## src/rtl/gpu_pkg.sv

```systemverilog
// Shared GPU definitions: data-cache geometry defaults, arbiter state and requester ids.
package gpu_pkg;

   localparam int unsigned DATA_CACHE_WIDTH = 16;
   localparam int unsigned WORDS_PER_LINE   = 6;

   typedef enum logic [0:0] {
      ARB_RR    = 1'b0,
      ARB_LOCK0 = 1'b1
   } arb_state_t;

   localparam logic REQ_MEM  = 1'b0;
   localparam logic REQ_DISP = 1'b1;

endpackage

```

## src/rtl/data_cache_arbiter_if.sv

```systemverilog
// Bundle of requester handshakes and the data-cache BRAM port seen by the arbiter.
interface data_cache_arbiter_if #(
   parameter int unsigned DATA_CACHE_WIDTH = gpu_pkg::DATA_CACHE_WIDTH,
   parameter int unsigned WORDS_PER_LINE   = gpu_pkg::WORDS_PER_LINE,
   parameter int unsigned DATA_CACHE_DEPTH = 4096
);
   localparam int unsigned LINE_WIDTH = DATA_CACHE_WIDTH * WORDS_PER_LINE;
   localparam int unsigned ADDR_WIDTH = $clog2(DATA_CACHE_DEPTH);

   logic                  req0_valid_in;
   logic                  req0_we_in;
   logic                  req0_lock_in;
   logic [ADDR_WIDTH-1:0] req0_addr_in;
   logic [LINE_WIDTH-1:0] req0_data_in;
   logic                  req0_ready_out;
   logic                  rsp0_valid_out;
   logic [LINE_WIDTH-1:0] rsp0_data_out;

   logic                  req1_valid_in;
   logic [ADDR_WIDTH-1:0] req1_addr_in;
   logic                  req1_ready_out;
   logic                  rsp1_valid_out;
   logic [LINE_WIDTH-1:0] rsp1_data_out;

   logic                  bram_en_out;
   logic                  bram_we_out;
   logic [ADDR_WIDTH-1:0] bram_addr_out;
   logic [LINE_WIDTH-1:0] bram_din_out;
   logic [LINE_WIDTH-1:0] bram_dout_in;

   modport slave (
      input  req0_valid_in, req0_we_in, req0_lock_in, req0_addr_in, req0_data_in,
      output req0_ready_out, rsp0_valid_out, rsp0_data_out,
      input  req1_valid_in, req1_addr_in,
      output req1_ready_out, rsp1_valid_out, rsp1_data_out,
      output bram_en_out, bram_we_out, bram_addr_out, bram_din_out,
      input  bram_dout_in
   );

   modport master (
      output req0_valid_in, req0_we_in, req0_lock_in, req0_addr_in, req0_data_in,
      input  req0_ready_out, rsp0_valid_out, rsp0_data_out,
      output req1_valid_in, req1_addr_in,
      input  req1_ready_out, rsp1_valid_out, rsp1_data_out,
      input  bram_en_out, bram_we_out, bram_addr_out, bram_din_out,
      output bram_dout_in
   );

endinterface

```

## src/rtl/rsp_tag_pipe.sv

```systemverilog
// Fixed-depth {valid, id} shift register that mirrors the BRAM read latency.
module rsp_tag_pipe #(
   parameter int unsigned DEPTH = 2
) (
   input  logic clk_in,
   input  logic rst_in,
   input  logic push_valid,
   input  logic push_id,
   output logic pop_valid,
   output logic pop_id
);

   logic [DEPTH-1:0] valid_q;
   logic [DEPTH-1:0] id_q;

   always_ff @(posedge clk_in) begin
      if (rst_in) begin
         valid_q <= '0;
         id_q    <= '0;
      end else begin
         valid_q[0] <= push_valid;
         id_q[0]    <= push_id;
         for (int i = 1; i < int'(DEPTH); i++) begin
            valid_q[i] <= valid_q[i-1];
            id_q[i]    <= id_q[i-1];
         end
      end
   end

   assign pop_valid = valid_q[DEPTH-1];
   assign pop_id    = id_q[DEPTH-1];

endmodule

```

## src/rtl/data_cache_arbiter.sv

```systemverilog
// Round-robin arbiter for the single data-cache BRAM port, with a requester-0 burst lock
// and a latency-matched tag pipe that routes read data back to the issuing requester.
module data_cache_arbiter #(
   parameter int unsigned DATA_CACHE_WIDTH = gpu_pkg::DATA_CACHE_WIDTH,
   parameter int unsigned WORDS_PER_LINE   = gpu_pkg::WORDS_PER_LINE,
   parameter int unsigned DATA_CACHE_DEPTH = 4096,
   parameter int unsigned READ_LATENCY     = 2
) (
   input logic                 clk_in,
   input logic                 rst_in,
   data_cache_arbiter_if.slave bus
);
   import gpu_pkg::*;

   localparam int unsigned LINE_WIDTH = DATA_CACHE_WIDTH * WORDS_PER_LINE;
   localparam int unsigned ADDR_WIDTH = $clog2(DATA_CACHE_DEPTH);

   arb_state_t            state_q, state_d;
   logic                  last_grant_q, last_grant_d;
   logic                  grant0, grant1;
   logic                  pipe_valid, pipe_id;
   logic                  rsp0_hit, rsp1_hit;
   logic [LINE_WIDTH-1:0] hold0_q, hold1_q;
   logic [ADDR_WIDTH-1:0] grant_addr;

   // last_grant_q is always REQ_MEM while locked, so the lock-release cycle arbitrates as plain RR.
   always_comb begin
      grant0 = 1'b0;
      grant1 = 1'b0;
      if (rst_in) begin
         grant0 = 1'b0;
      end else if (state_q == ARB_LOCK0 && bus.req0_lock_in) begin
         grant0 = bus.req0_valid_in;
      end else if (bus.req0_valid_in && bus.req1_valid_in) begin
         grant0 = (last_grant_q == REQ_DISP);
         grant1 = !grant0;
      end else begin
         grant0 = bus.req0_valid_in;
         grant1 = bus.req1_valid_in;
      end
   end

   always_comb begin
      state_d      = state_q;
      last_grant_d = last_grant_q;
      if (grant0) begin
         last_grant_d = REQ_MEM;
      end else if (grant1) begin
         last_grant_d = REQ_DISP;
      end
      if (grant0 && bus.req0_lock_in) begin
         state_d = ARB_LOCK0;
      end else if (!bus.req0_lock_in) begin
         state_d = ARB_RR;
      end
   end

   always_ff @(posedge clk_in) begin
      if (rst_in) begin
         state_q      <= ARB_RR;
         last_grant_q <= REQ_DISP;
      end else begin
         state_q      <= state_d;
         last_grant_q <= last_grant_d;
      end
   end

   assign grant_addr = grant1 ? bus.req1_addr_in : bus.req0_addr_in;

   always_comb begin
      bus.req0_ready_out = grant0;
      bus.req1_ready_out = grant1;
      bus.bram_en_out    = grant0 | grant1;
      bus.bram_we_out    = grant0 & bus.req0_we_in;
      bus.bram_addr_out  = (grant0 | grant1) ? grant_addr : '0;
      bus.bram_din_out   = grant0 ? bus.req0_data_in : '0;
   end

   rsp_tag_pipe #(
      .DEPTH(READ_LATENCY)
   ) u_rsp_tag_pipe (
      .clk_in    (clk_in),
      .rst_in    (rst_in),
      .push_valid((grant0 && !bus.req0_we_in) || grant1),
      .push_id   (grant1),
      .pop_valid (pipe_valid),
      .pop_id    (pipe_id)
   );

   assign rsp0_hit = pipe_valid && (pipe_id == REQ_MEM);
   assign rsp1_hit = pipe_valid && (pipe_id == REQ_DISP);

   always_ff @(posedge clk_in) begin
      if (rst_in) begin
         hold0_q <= '0;
         hold1_q <= '0;
      end else begin
         if (rsp0_hit) hold0_q <= bus.bram_dout_in;
         if (rsp1_hit) hold1_q <= bus.bram_dout_in;
      end
   end

   always_comb begin
      bus.rsp0_valid_out = rsp0_hit;
      bus.rsp1_valid_out = rsp1_hit;
      bus.rsp0_data_out  = rsp0_hit ? bus.bram_dout_in : hold0_q;
      bus.rsp1_data_out  = rsp1_hit ? bus.bram_dout_in : hold1_q;
   end

endmodule

```

## src/flat_wrapper.sv

```systemverilog
// flat-port wrapper written by rule: the top's interface ports become plain ports
module data_cache_arbiter_flat import gpu_pkg::*;
#(
   parameter int unsigned DATA_CACHE_WIDTH = gpu_pkg::DATA_CACHE_WIDTH,
   parameter int unsigned WORDS_PER_LINE   = gpu_pkg::WORDS_PER_LINE,
   parameter int unsigned DATA_CACHE_DEPTH = 4096,
   parameter int unsigned READ_LATENCY     = 2
)
  (clk_in, rst_in, bus_req0_valid_in, bus_req0_we_in, bus_req0_lock_in, bus_req0_addr_in, bus_req0_data_in, bus_req0_ready_out, bus_rsp0_valid_out, bus_rsp0_data_out, bus_req1_valid_in, bus_req1_addr_in, bus_req1_ready_out, bus_rsp1_valid_out, bus_rsp1_data_out, bus_bram_en_out, bus_bram_we_out, bus_bram_addr_out, bus_bram_din_out, bus_bram_dout_in);
  data_cache_arbiter_if #(.DATA_CACHE_WIDTH(DATA_CACHE_WIDTH), .WORDS_PER_LINE(WORDS_PER_LINE), .DATA_CACHE_DEPTH(DATA_CACHE_DEPTH)) bus_i ();
  input logic clk_in;
  input logic rst_in;
  input wire logic [$bits(bus_i.req0_valid_in)-1:0] bus_req0_valid_in;
  input wire logic [$bits(bus_i.req0_we_in)-1:0] bus_req0_we_in;
  input wire logic [$bits(bus_i.req0_lock_in)-1:0] bus_req0_lock_in;
  input wire logic [$bits(bus_i.req0_addr_in)-1:0] bus_req0_addr_in;
  input wire logic [$bits(bus_i.req0_data_in)-1:0] bus_req0_data_in;
  output wire logic [$bits(bus_i.req0_ready_out)-1:0] bus_req0_ready_out;
  output wire logic [$bits(bus_i.rsp0_valid_out)-1:0] bus_rsp0_valid_out;
  output wire logic [$bits(bus_i.rsp0_data_out)-1:0] bus_rsp0_data_out;
  input wire logic [$bits(bus_i.req1_valid_in)-1:0] bus_req1_valid_in;
  input wire logic [$bits(bus_i.req1_addr_in)-1:0] bus_req1_addr_in;
  output wire logic [$bits(bus_i.req1_ready_out)-1:0] bus_req1_ready_out;
  output wire logic [$bits(bus_i.rsp1_valid_out)-1:0] bus_rsp1_valid_out;
  output wire logic [$bits(bus_i.rsp1_data_out)-1:0] bus_rsp1_data_out;
  output wire logic [$bits(bus_i.bram_en_out)-1:0] bus_bram_en_out;
  output wire logic [$bits(bus_i.bram_we_out)-1:0] bus_bram_we_out;
  output wire logic [$bits(bus_i.bram_addr_out)-1:0] bus_bram_addr_out;
  output wire logic [$bits(bus_i.bram_din_out)-1:0] bus_bram_din_out;
  input wire logic [$bits(bus_i.bram_dout_in)-1:0] bus_bram_dout_in;
  assign bus_i.req0_valid_in = bus_req0_valid_in;
  assign bus_i.req0_we_in = bus_req0_we_in;
  assign bus_i.req0_lock_in = bus_req0_lock_in;
  assign bus_i.req0_addr_in = bus_req0_addr_in;
  assign bus_i.req0_data_in = bus_req0_data_in;
  assign bus_req0_ready_out = bus_i.req0_ready_out;
  assign bus_rsp0_valid_out = bus_i.rsp0_valid_out;
  assign bus_rsp0_data_out = bus_i.rsp0_data_out;
  assign bus_i.req1_valid_in = bus_req1_valid_in;
  assign bus_i.req1_addr_in = bus_req1_addr_in;
  assign bus_req1_ready_out = bus_i.req1_ready_out;
  assign bus_rsp1_valid_out = bus_i.rsp1_valid_out;
  assign bus_rsp1_data_out = bus_i.rsp1_data_out;
  assign bus_bram_en_out = bus_i.bram_en_out;
  assign bus_bram_we_out = bus_i.bram_we_out;
  assign bus_bram_addr_out = bus_i.bram_addr_out;
  assign bus_bram_din_out = bus_i.bram_din_out;
  assign bus_i.bram_dout_in = bus_bram_dout_in;
  data_cache_arbiter #(.DATA_CACHE_WIDTH(DATA_CACHE_WIDTH), .WORDS_PER_LINE(WORDS_PER_LINE), .DATA_CACHE_DEPTH(DATA_CACHE_DEPTH), .READ_LATENCY(READ_LATENCY)) u_core (.clk_in(clk_in), .rst_in(rst_in), .bus(bus_i));
endmodule
```

## config.mk

```make
export PLATFORM = sky130hd
export DESIGN_NAME = data_cache_arbiter_flat
export DESIGN_NICKNAME = d
export VERILOG_FILES = /design/src/rtl/gpu_pkg.sv /design/src/rtl/data_cache_arbiter_if.sv /design/src/rtl/rsp_tag_pipe.sv /design/src/rtl/data_cache_arbiter.sv /design/src/flat_wrapper.sv
export SDC_FILE = /design/constraint.sdc
export NUM_CORES = 1
export LEC_CHECK = 0
export ABC_AREA = 1
export CAP_MARGIN = 20
export CORE_AREA = 2 2 205 207
export DETAILED_ROUTE_END_ITERATION = 7
export DIE_AREA = 0 0 207 209
export SKIP_CTS_REPAIR_TIMING = 1
export SLEW_MARGIN = 20
export SYNTH_ARGS = -nofsm -noshare
export SYNTH_HDL_FRONTEND = slang
export SYNTH_SLANG_ARGS = --single-unit
```

## constraint.sdc

```tcl
create_clock -name clk_in -period 1.3 [get_ports clk_in]
set_input_delay 0.195 -clock clk_in [delete_from_list [all_inputs] [get_ports clk_in]]
set_output_delay 0.195 -clock clk_in [all_outputs]
set_load 0.02 [all_outputs]
```

==> metrics list, run 1 <==
- Antenna violation net count after detailed routing: 0
- Mean cell area of the mapped netlist: about 6.2 um2
- Slew of the pin with the lowest slew margin: ~0.67 ns
* Synthesized-area fraction occupied by and/or/nand/nor cells: between 20% and 30%
- By area, the combinational part of the netlist is dominated by buffers and inverters.
- The number of buffers and inverters on the critical path is 5.
- After detailed routing, the number of remaining DRC violations is 0.
- Cell leakage power: 12.8 nW
- In the final layout, the share of cells above drive strength 1 is 28.6%.
* Power Total: approximately 17 mW
* Number of synthesized flops with an enable pin: 0
- During placement, the flow inserted port buffers numbering 527.
- For this block, the routed nets add up to roughly 43000 um of wire.
- Setup violations remaining at the end of the flow were counted as 400.
- Hpwl dp: 31500 um
- The initial antenna violation count was 23.
* Classification of the worst setup path: reg -> out
- Distinct cells, synth: 17
- Effective utilization at floorplan: 22.4%
- Area growth syn-to-layout: 102%
- Routability Congestion: 0.917
- CTS saw ~200 sinks.
- Max Root-Sink Buffers: 2
- Of the post-synthesis cell area, the part taken by muxes is 0%.
* Violation count after the first detailed-route iteration: 492
- FP Rows: 75
* Clock root cell: sky130_fd_sc_hd__clkbuf_16
* DIE AREA: 0.0433 mm2
* Worst slack at placement: -0.998 ns
* Highest attainable clock frequency: between 500 and 600 MHz
- The min-delay analysis places its worst path in the category in -> reg.
- Final worst path period share: 154%
- Cells after synthesis: 1497
- The synthesized netlist devotes 0% of its cell area to XOR and XNOR gates.
- In this design, the stage delay of the slowest critical-path cell is 0.34 ns.
- RSZ-0062 raised after global routing: true
* Most frequently used cell type in the post-synthesis netlist: sky130_fd_sc_hd__inv_1
* Total placed cells including tap cells: 2714
- Synthesis produced a netlist with a net count of 1719.
- Fill cell total of the finished layout: 4107
- Global-route total usage across every layer: between 10% and 20%
- At the worst endpoint, the arrival time is 1.80 ns.
- STA classifies the critical path startpoint as a register.
- Vias/cell: 4.06
- YS warnings: 0
* Final hold violations: 0
- TritonCTS clock tree: yes
- Sorting the synthesized cells by area gives the leading types as sky130_fd_sc_hd__dfxtp_1 43%, sky130_fd_sc_hd__inv_1 20%, sky130_fd_sc_hd__nor2_1 12%.
- Area fraction of the dominant cell type after synthesis: 42.8%
- Entering global routing, the biggest net connects between 100 and 150 pins.
- H-tree levels: 4
- Clock tree synthesis inserted a total of 17 buffers.
* Ys flop type: sky130_fd_sc_hd__dfxtp_1
* Setup_tns: -183.63 ns
* Final clock skew: 0.00567 ns
- The floorplan step set the die width to 207 um.
- Ordered list of cells on the worst path: inv_2 > nand2_8 > buf_12 > clkbuf_16 > o21ai_1 > inv_1 > dlymetal6s2s_1
- The die is 209 um tall.
- The share of the Yosys chip area taken by registers is 42.8%.
- At the later pin of the worst-skew pair, clock insertion delay measures 0.46 ns.
- Counting flops with an async set or reset pin after synthesis yields a share of 0%.
- Data required, critical path: 1.11 ns
* Fraction of the mapped netlist area in adder cells: 0%
* Layout Nets: around 2400
* Failing checks: negative setup slack
- Max-cap violations in this run came to 0.
- The largest individual stage delay along the critical path comes from the cell sky130_fd_sc_hd__dfxtp_2.
* Post-synth top area cell: sky130_fd_sc_hd__dfxtp_1
- Power density over cell area: about 900 mW/mm2
- In the final routed layout, each cell accounts on average for roughly 15 um.
- Via count: 11400
- The worst setup path is captured at an output pin.
- Via count of the first global-routing pass: 10700
- The floorplan step defined a core boundary enclosing 0.0413 mm2.
- Max VDD drop: ~0.87 mV
* Worst slack on hold paths: 0.201 ns
* Worst setup slack after layout: -0.699 ns
- Family of cells with the greatest summed delay on the critical path: buffers and inverters
- Most instantiated cells after synthesis: 491 x sky130_fd_sc_hd__inv_1, 286 x sky130_fd_sc_hd__nor2_1, 214 x sky130_fd_sc_hd__nand2_1, 198 x sky130_fd_sc_hd__dfxtp_1, 192 x sky130_fd_sc_hd__o21ai_0
- The first global-routing pass estimated between 50000 and 60000 um of wire.
- Netlist area before placement: 0.00926 mm2
- The run finished, with violations left.
- Post-route minimum period: 2.00 ns
* Number of synthesized register bits: 198
- CTS clock-pin slew for the worst setup and hold paths: 0.07 ns
- For this design the top-level I/O count stands at 528.
- The synthesized netlist devotes around a tenth of its cell area to compound gates.
* Number of iterations in the first detailed-routing pass: 5
* Crit path max fanout: 11
* Overflow left after global routing: 0
* Max-slew headroom at the worst pin: 55.2%
- Pins over their slew limit: 0
- For this run, the number of standard cells in the final layout without fillers is 2797.
[logic make-up after synthesis]
family	Yosys count
buffers and inverters	569
and+or+nand+nor	537
DFF	198
AOI/OAI and AO/OA	193
[layer usage]
layer | part of all wire, % | GRT usage [%] | vias up
li1 | - | - | 5697
met1 | 36 | 17.6 | 5208
met2 | 53 | 31.9 | 386
met3 | 5.9 | 5.23 | 74
met4 | 4.6 | 12.5 | 2
met5 | 0.030 | 0 | -
[cell usage in the layout (no fill, tap or decap), types with 24 or more instances in the layout]
master	n
sky130_fd_sc_hd__buf_2	54
sky130_fd_sc_hd__buf_4	219
sky130_fd_sc_hd__nand3_1	26
sky130_fd_sc_hd__buf_6	45
sky130_fd_sc_hd__clkbuf_16	31
sky130_fd_sc_hd__inv_2	24
sky130_fd_sc_hd__o21ai_1	75
sky130_fd_sc_hd__nor2_1	285
sky130_fd_sc_hd__nand2_1	186
sky130_fd_sc_hd__dfxtp_1	196
sky130_fd_sc_hd__o21ai_4	30
sky130_fd_sc_hd__clkbuf_2	61
sky130_fd_sc_hd__o21ai_2	83
sky130_fd_sc_hd__clkdlybuf4s50_1	220
sky130_fd_sc_hd__inv_1	467
sky130_fd_sc_hd__dlymetal6s2s_1	138
[state kept, by name, indices dropped and copies added, names as in the netlist]
signal / cells
u_core.hold0_q: 96
u_core.hold1_q: 96
u_core.u_rsp_tag_pipe.id_q: 2
u_core.u_rsp_tag_pipe.valid_q: 2
u_core.last_grant_q: 1
u_core.state_q: 1
[stage by stage]
step	cell area, um2	utilization (%)
after global placement	16800	40.7
after detailed placement	16800	40.7
after floorplan	9260	-
final	18700	45.2
after CTS	17400	42.2
after global routing	18700	45.2
[worst register-to-register path, stage by stage, from the launching register on]
cell and delay (ns):
sky130_fd_sc_hd__dfxtp_2 0.34, sky130_fd_sc_hd__inv_2 0.09, sky130_fd_sc_hd__nand2_8 0.11, sky130_fd_sc_hd__clkbuf_16 0.20
sky130_fd_sc_hd__buf_6 0.12, sky130_fd_sc_hd__buf_8 0.12, sky130_fd_sc_hd__o21ai_4 0.13, sky130_fd_sc_hd__buf_4 0.13
sky130_fd_sc_hd__buf_4 0.09, sky130_fd_sc_hd__nor2_1 0.04
[cell type report]
type | count | area, um2 | share of cell area [%]
Timing Repair Buffer | 786 | 7640 | 40.9
Sequential cell | 198 | 3970 | 21.3
Multi-Input combinational cell | 730 | 3850 | 20.6
Inverter | 491 | 1840 | 9.87
Tap cell | 539 | 674 | 3.61
Clock buffer | 18 | 439 | 2.35
Clock inverter | 14 | 198 | 1.06
Antenna cell | 21 | 52.6 | 0.282
[power breakdown]
part	internal (mW)	total, mW	switching [mW]
Sequential	6.28	6.33	0.0584
Clock	3.29	5.83	2.54
Combinational	2.25	4.55	2.30
Total	11.8	16.7	4.90
[path summary, 6_finish.rpt]
| check | to | start | cells after the start | slack (ns) |
|---|---|---|---|---|
| worst max-delay path | bus_rsp0_data_out[30] | u_core.u_rsp_tag_pipe.id_q[1] | 7 | -0.70 |
| worst min-delay path | u_core.u_rsp_tag_pipe.valid_q[0] | rst_in | 5 | 0.20 |
| worst max register to register | u_core.hold0_q[48] | u_core.u_rsp_tag_pipe.id_q[1] | 9 | -0.21 |
| worst min register to register | u_core.u_rsp_tag_pipe.id_q[1] | u_core.u_rsp_tag_pipe.id_q[0] | 2 | 0.40 |
Power figures use the tool's default switching activity.
==> run 2: changes to the inputs <==
--- a/config.mk
+++ b/config.mk
@@ -7,9 +7,10 @@
 export LEC_CHECK = 0
 export ABC_AREA = 1
 export CAP_MARGIN = 20
-export CORE_AREA = 2 2 205 207
+export CORE_AREA = 2 2 204 206
 export DETAILED_ROUTE_END_ITERATION = 7
-export DIE_AREA = 0 0 207 209
+export DIE_AREA = 0 0 206 208
+export GPL_ROUTABILITY_DRIVEN = 0
 export SKIP_CTS_REPAIR_TIMING = 1
 export SLEW_MARGIN = 20
 export SYNTH_ARGS = -nofsm -noshare
==> constraint.sdc (replaced) <==
create_clock -name clk_in -period 1.8 [get_ports clk_in]
set_input_delay 0.27 -clock clk_in [delete_from_list [all_inputs] [get_ports clk_in]]
set_output_delay 0.27 -clock clk_in [all_outputs]
set_load 0.02 [all_outputs]
==> run 2 against run 1 <==
The run still ends with negative setup slack left. Global-route usage rose by 1.0 points. Utilization fell by 0.19 points. Register-to-register slack better by 0.55 ns. Worst hold slack gained 0.037 ns. Final area is 2.2% lower. Via count down 2.3%. Clock skew grew 0.0028 ns. Setup slack better by 0.44 ns. Wire length rose by 2.7%. Largest power group unchanged. Non-clock buffer count down 45. Largest cell class unchanged. Final cell count shrank 2.3%. Sequential share of layout area increased by 0.49 points.
==> metrics list, run 2 (synthesis gave the netlist of run 1 again) <==
- Result of the run: finished, violations left (unchanged).
* Failing checks: negative setup slack (unchanged)
* Area growth syn-to-layout: 97.2% (was 102%)
- Final clock skew: 0.00847 ns (was 0.00567 ns)
- Slew of the pin with the lowest slew margin: 0.701 ns (was 0.672 ns)
- Layout Nets: 2401 (was 2446)
* Total wire length: 44200 um (was 43000 um)
- Commonest cells after routing, fill and taps aside: 476 x sky130_fd_sc_hd__inv_1, 285 x sky130_fd_sc_hd__nor2_1, 220 x sky130_fd_sc_hd__clkdlybuf4s50_1 (was 467 x sky130_fd_sc_hd__inv_1, 285 x sky130_fd_sc_hd__nor2_1, 220 x sky130_fd_sc_hd__clkdlybuf4s50_1).
- Number of buffers created by CTS: 17 (unchanged)
- Pins over their slew limit: 0 (unchanged)
- The area occupied by multi-input gates came to 0.00366 mm2 (was 0.00385 mm2).
- Via count: 11100 (was 11400)
- The routed via count divided by cell count is 4.06 (about the same).
- Number of I/O port buffers: 527 (unchanged)
- Worst-skew pair later-pin latency: 0.45 ns (was 0.46 ns)
- The total die area is 0.0428 mm2 (was 0.0433 mm2).
* Cell area after placement: 0.0164 mm2 (was 0.0168 mm2)
- Share of layout cells above drive strength 1: 22.9% (was 28.6%)
- TritonCTS clock tree: yes (unchanged)
* Highest attainable clock frequency: 486 MHz
* Placeable core region: 0.0406 mm2 (was 0.0413 mm2)
* Data required, critical path: 1.53 ns (was 1.11 ns)
- RSZ-0062 raised after global routing: true (unchanged)
- Crit path max fanout: 8 (was 11)
- The worst-case register-to-register setup slack is 0.34 ns (was -0.21 ns).
- Critical path data arrival time: 1.79 ns (was 1.80 ns)
- Effective utilization at floorplan: 22.8% (was 22.4%)
* Clock root cell: sky130_fd_sc_hd__clkbuf_16 (unchanged)
* Pin count of the biggest net entering global routing: 136 (was 125)
- Drt drc: 0 (unchanged)
- The H-tree depth reported by CTS came to 4 (unchanged).
- Antenna violation net count after detailed routing: 0 (unchanged)
- The via count of the first global-routing pass came to 10400 (was 10700).
* Max-slew headroom at the worst pin: 53.3% (was 55.2%)
- Max Root-Sink Buffers: 2 (unchanged)
- Power density over cell area: 633 mW/mm2 (was 895 mW/mm2)
- Setup_tns: -46.41 ns (was -183.63 ns)
- The reported max-cap violation count was 0 (unchanged).
- Hold path startpoint: rst_in (unchanged)
- Subtracting the final worst setup slack from the clock period gives approximately 2 ns.
* Final hold violations: 0 (unchanged)
* Worst slack on hold paths: 0.237 ns (was 0.201 ns)
- Classification of the worst setup path: reg -> out (unchanged)
* Per-cell routed wire length: 16.2 um (was 15.4 um)
* Power Total: 11.5 mW (was 16.7 mW)
- Fill cell total of the finished layout: 4132 (was 4107)
* Critical path startpoint: u_core.u_rsp_tag_pipe.id_q[1] (unchanged)
- Largest registers in the final layout: u_core.hold0_q: 96 flops, u_core.hold1_q: 96 flops (unchanged)
- The worst voltage drop across the vdd grid is 0.565 mV (was 0.870 mV).
- Hpwl dp: 33100 um (was 31500 um)
- The count of boundary I/O pins is 528 (unchanged).
- The number of optimization iterations in the first detailed-route pass was 4 (was 5).
- The final worst-path setup slack came to -0.256 ns (was -0.699 ns).
* Violation count after the first detailed-route iteration: 482 (was 492)
- Total placed cells including tap cells: 2670 (was 2714)
- FP Rows: 74 (was 75)
- The aggregate global routing overflow was 0 (unchanged).
- The sequential cell area in the final layout was 0.00397 mm2 (about the same).
* Chip height: 208 um (was 209 um)
- Die width: 206 um (was 207 um)
* Worst hold path type: in -> reg (unchanged)
* Nature of the critical path endpoint: output pin (unchanged)
- Startpoint class of the critical path: register (unchanged)
- Setup-violating endpoint count in the final report: 304 (was 400)
* CTS clock-pin slew for the worst setup and hold paths: 0.08 ns (was 0.07 ns)
- The launching point of the worst reg2reg path was u_core.u_rsp_tag_pipe.id_q[1] (unchanged).
* Finished Cell Area: 0.0183 mm2 (was 0.0187 mm2)
- Number of antenna violations at the first check in global routing: 24 (was 23)
- The global-route wire length before repair came to 60300 um (was 59100 um).
- Global-route total usage across every layer: 18.8% (was 17.8%)
- The most common cell after layout, fill and taps aside was sky130_fd_sc_hd__inv_1 (unchanged).
- Of the available clock period, the critical path in the final layout requires 114%.
- Non-filler cells, final: 2734 (was 2797)
* Sinks on Clock Net: 198 (unchanged)
- Cell leakage power: 13.4 nW (was 12.8 nW)
-- run 2: worst max-delay path, stage by stage (launching register included) --
cell and delay [ns]:
sky130_fd_sc_hd__dfxtp_4 0.39, sky130_fd_sc_hd__inv_4 0.05, sky130_fd_sc_hd__nand2_8 0.17, sky130_fd_sc_hd__buf_12 0.18, sky130_fd_sc_hd__buf_12 0.14, sky130_fd_sc_hd__nand2_1 0.07
sky130_fd_sc_hd__o21ai_2 0.08, sky130_fd_sc_hd__inv_1 0.05, sky130_fd_sc_hd__dlymetal6s2s_1 0.20
-- run 2: layout make-up --
class / instances / share of cell area, %
timing repair buffer: 741 / 41.2
clock inverter: 13 / 0.740
antenna: 10 / 0.137
tap: 532 / 3.65
inverter: 491 / 10.1
multi-input combinational: 730 / 20.0
sequential: 198 / 21.8
clock buffer: 19 / 2.43
-- run 2: metal layers --
layer  global-route usage, %  vias to the layer above  routed length [um]
met5                       0                        -                  13
met3                    3.63                       98                2370
met1                    18.6                     5041               15500
met4                    10.4                        2                2030
li1                        -                     5597                   -
met2                    36.1                      367               24300
-- run 2: worst paths after layout --
kind,end,depth (start not counted)
max,bus_rsp0_data_out[46],8
min,u_core.hold0_q[82],3
max reg2reg,u_core.hold0_q[37],9
min reg2reg,u_core.u_rsp_tag_pipe.valid_q[1],2
-- run 2: through the flow --
step,util [%],setup slack (ns)
floorplan,-,0.329
global placement,40.5,-0.588
detailed placement,40.5,-0.570
CTS,41.9,-0.796
global route,45.0,-0.350
finish,45.0,-0.256
-- run 2: report_power, final --
group | leakage, nW | switching [mW] | internal, mW
Sequential | 1.61 | 0.0436 | 4.53
Combinational | 11.5 | 1.61 | 1.52
Clock | 0.283 | 1.85 | 1.99
Total | 13.4 | 3.50 | 8.04
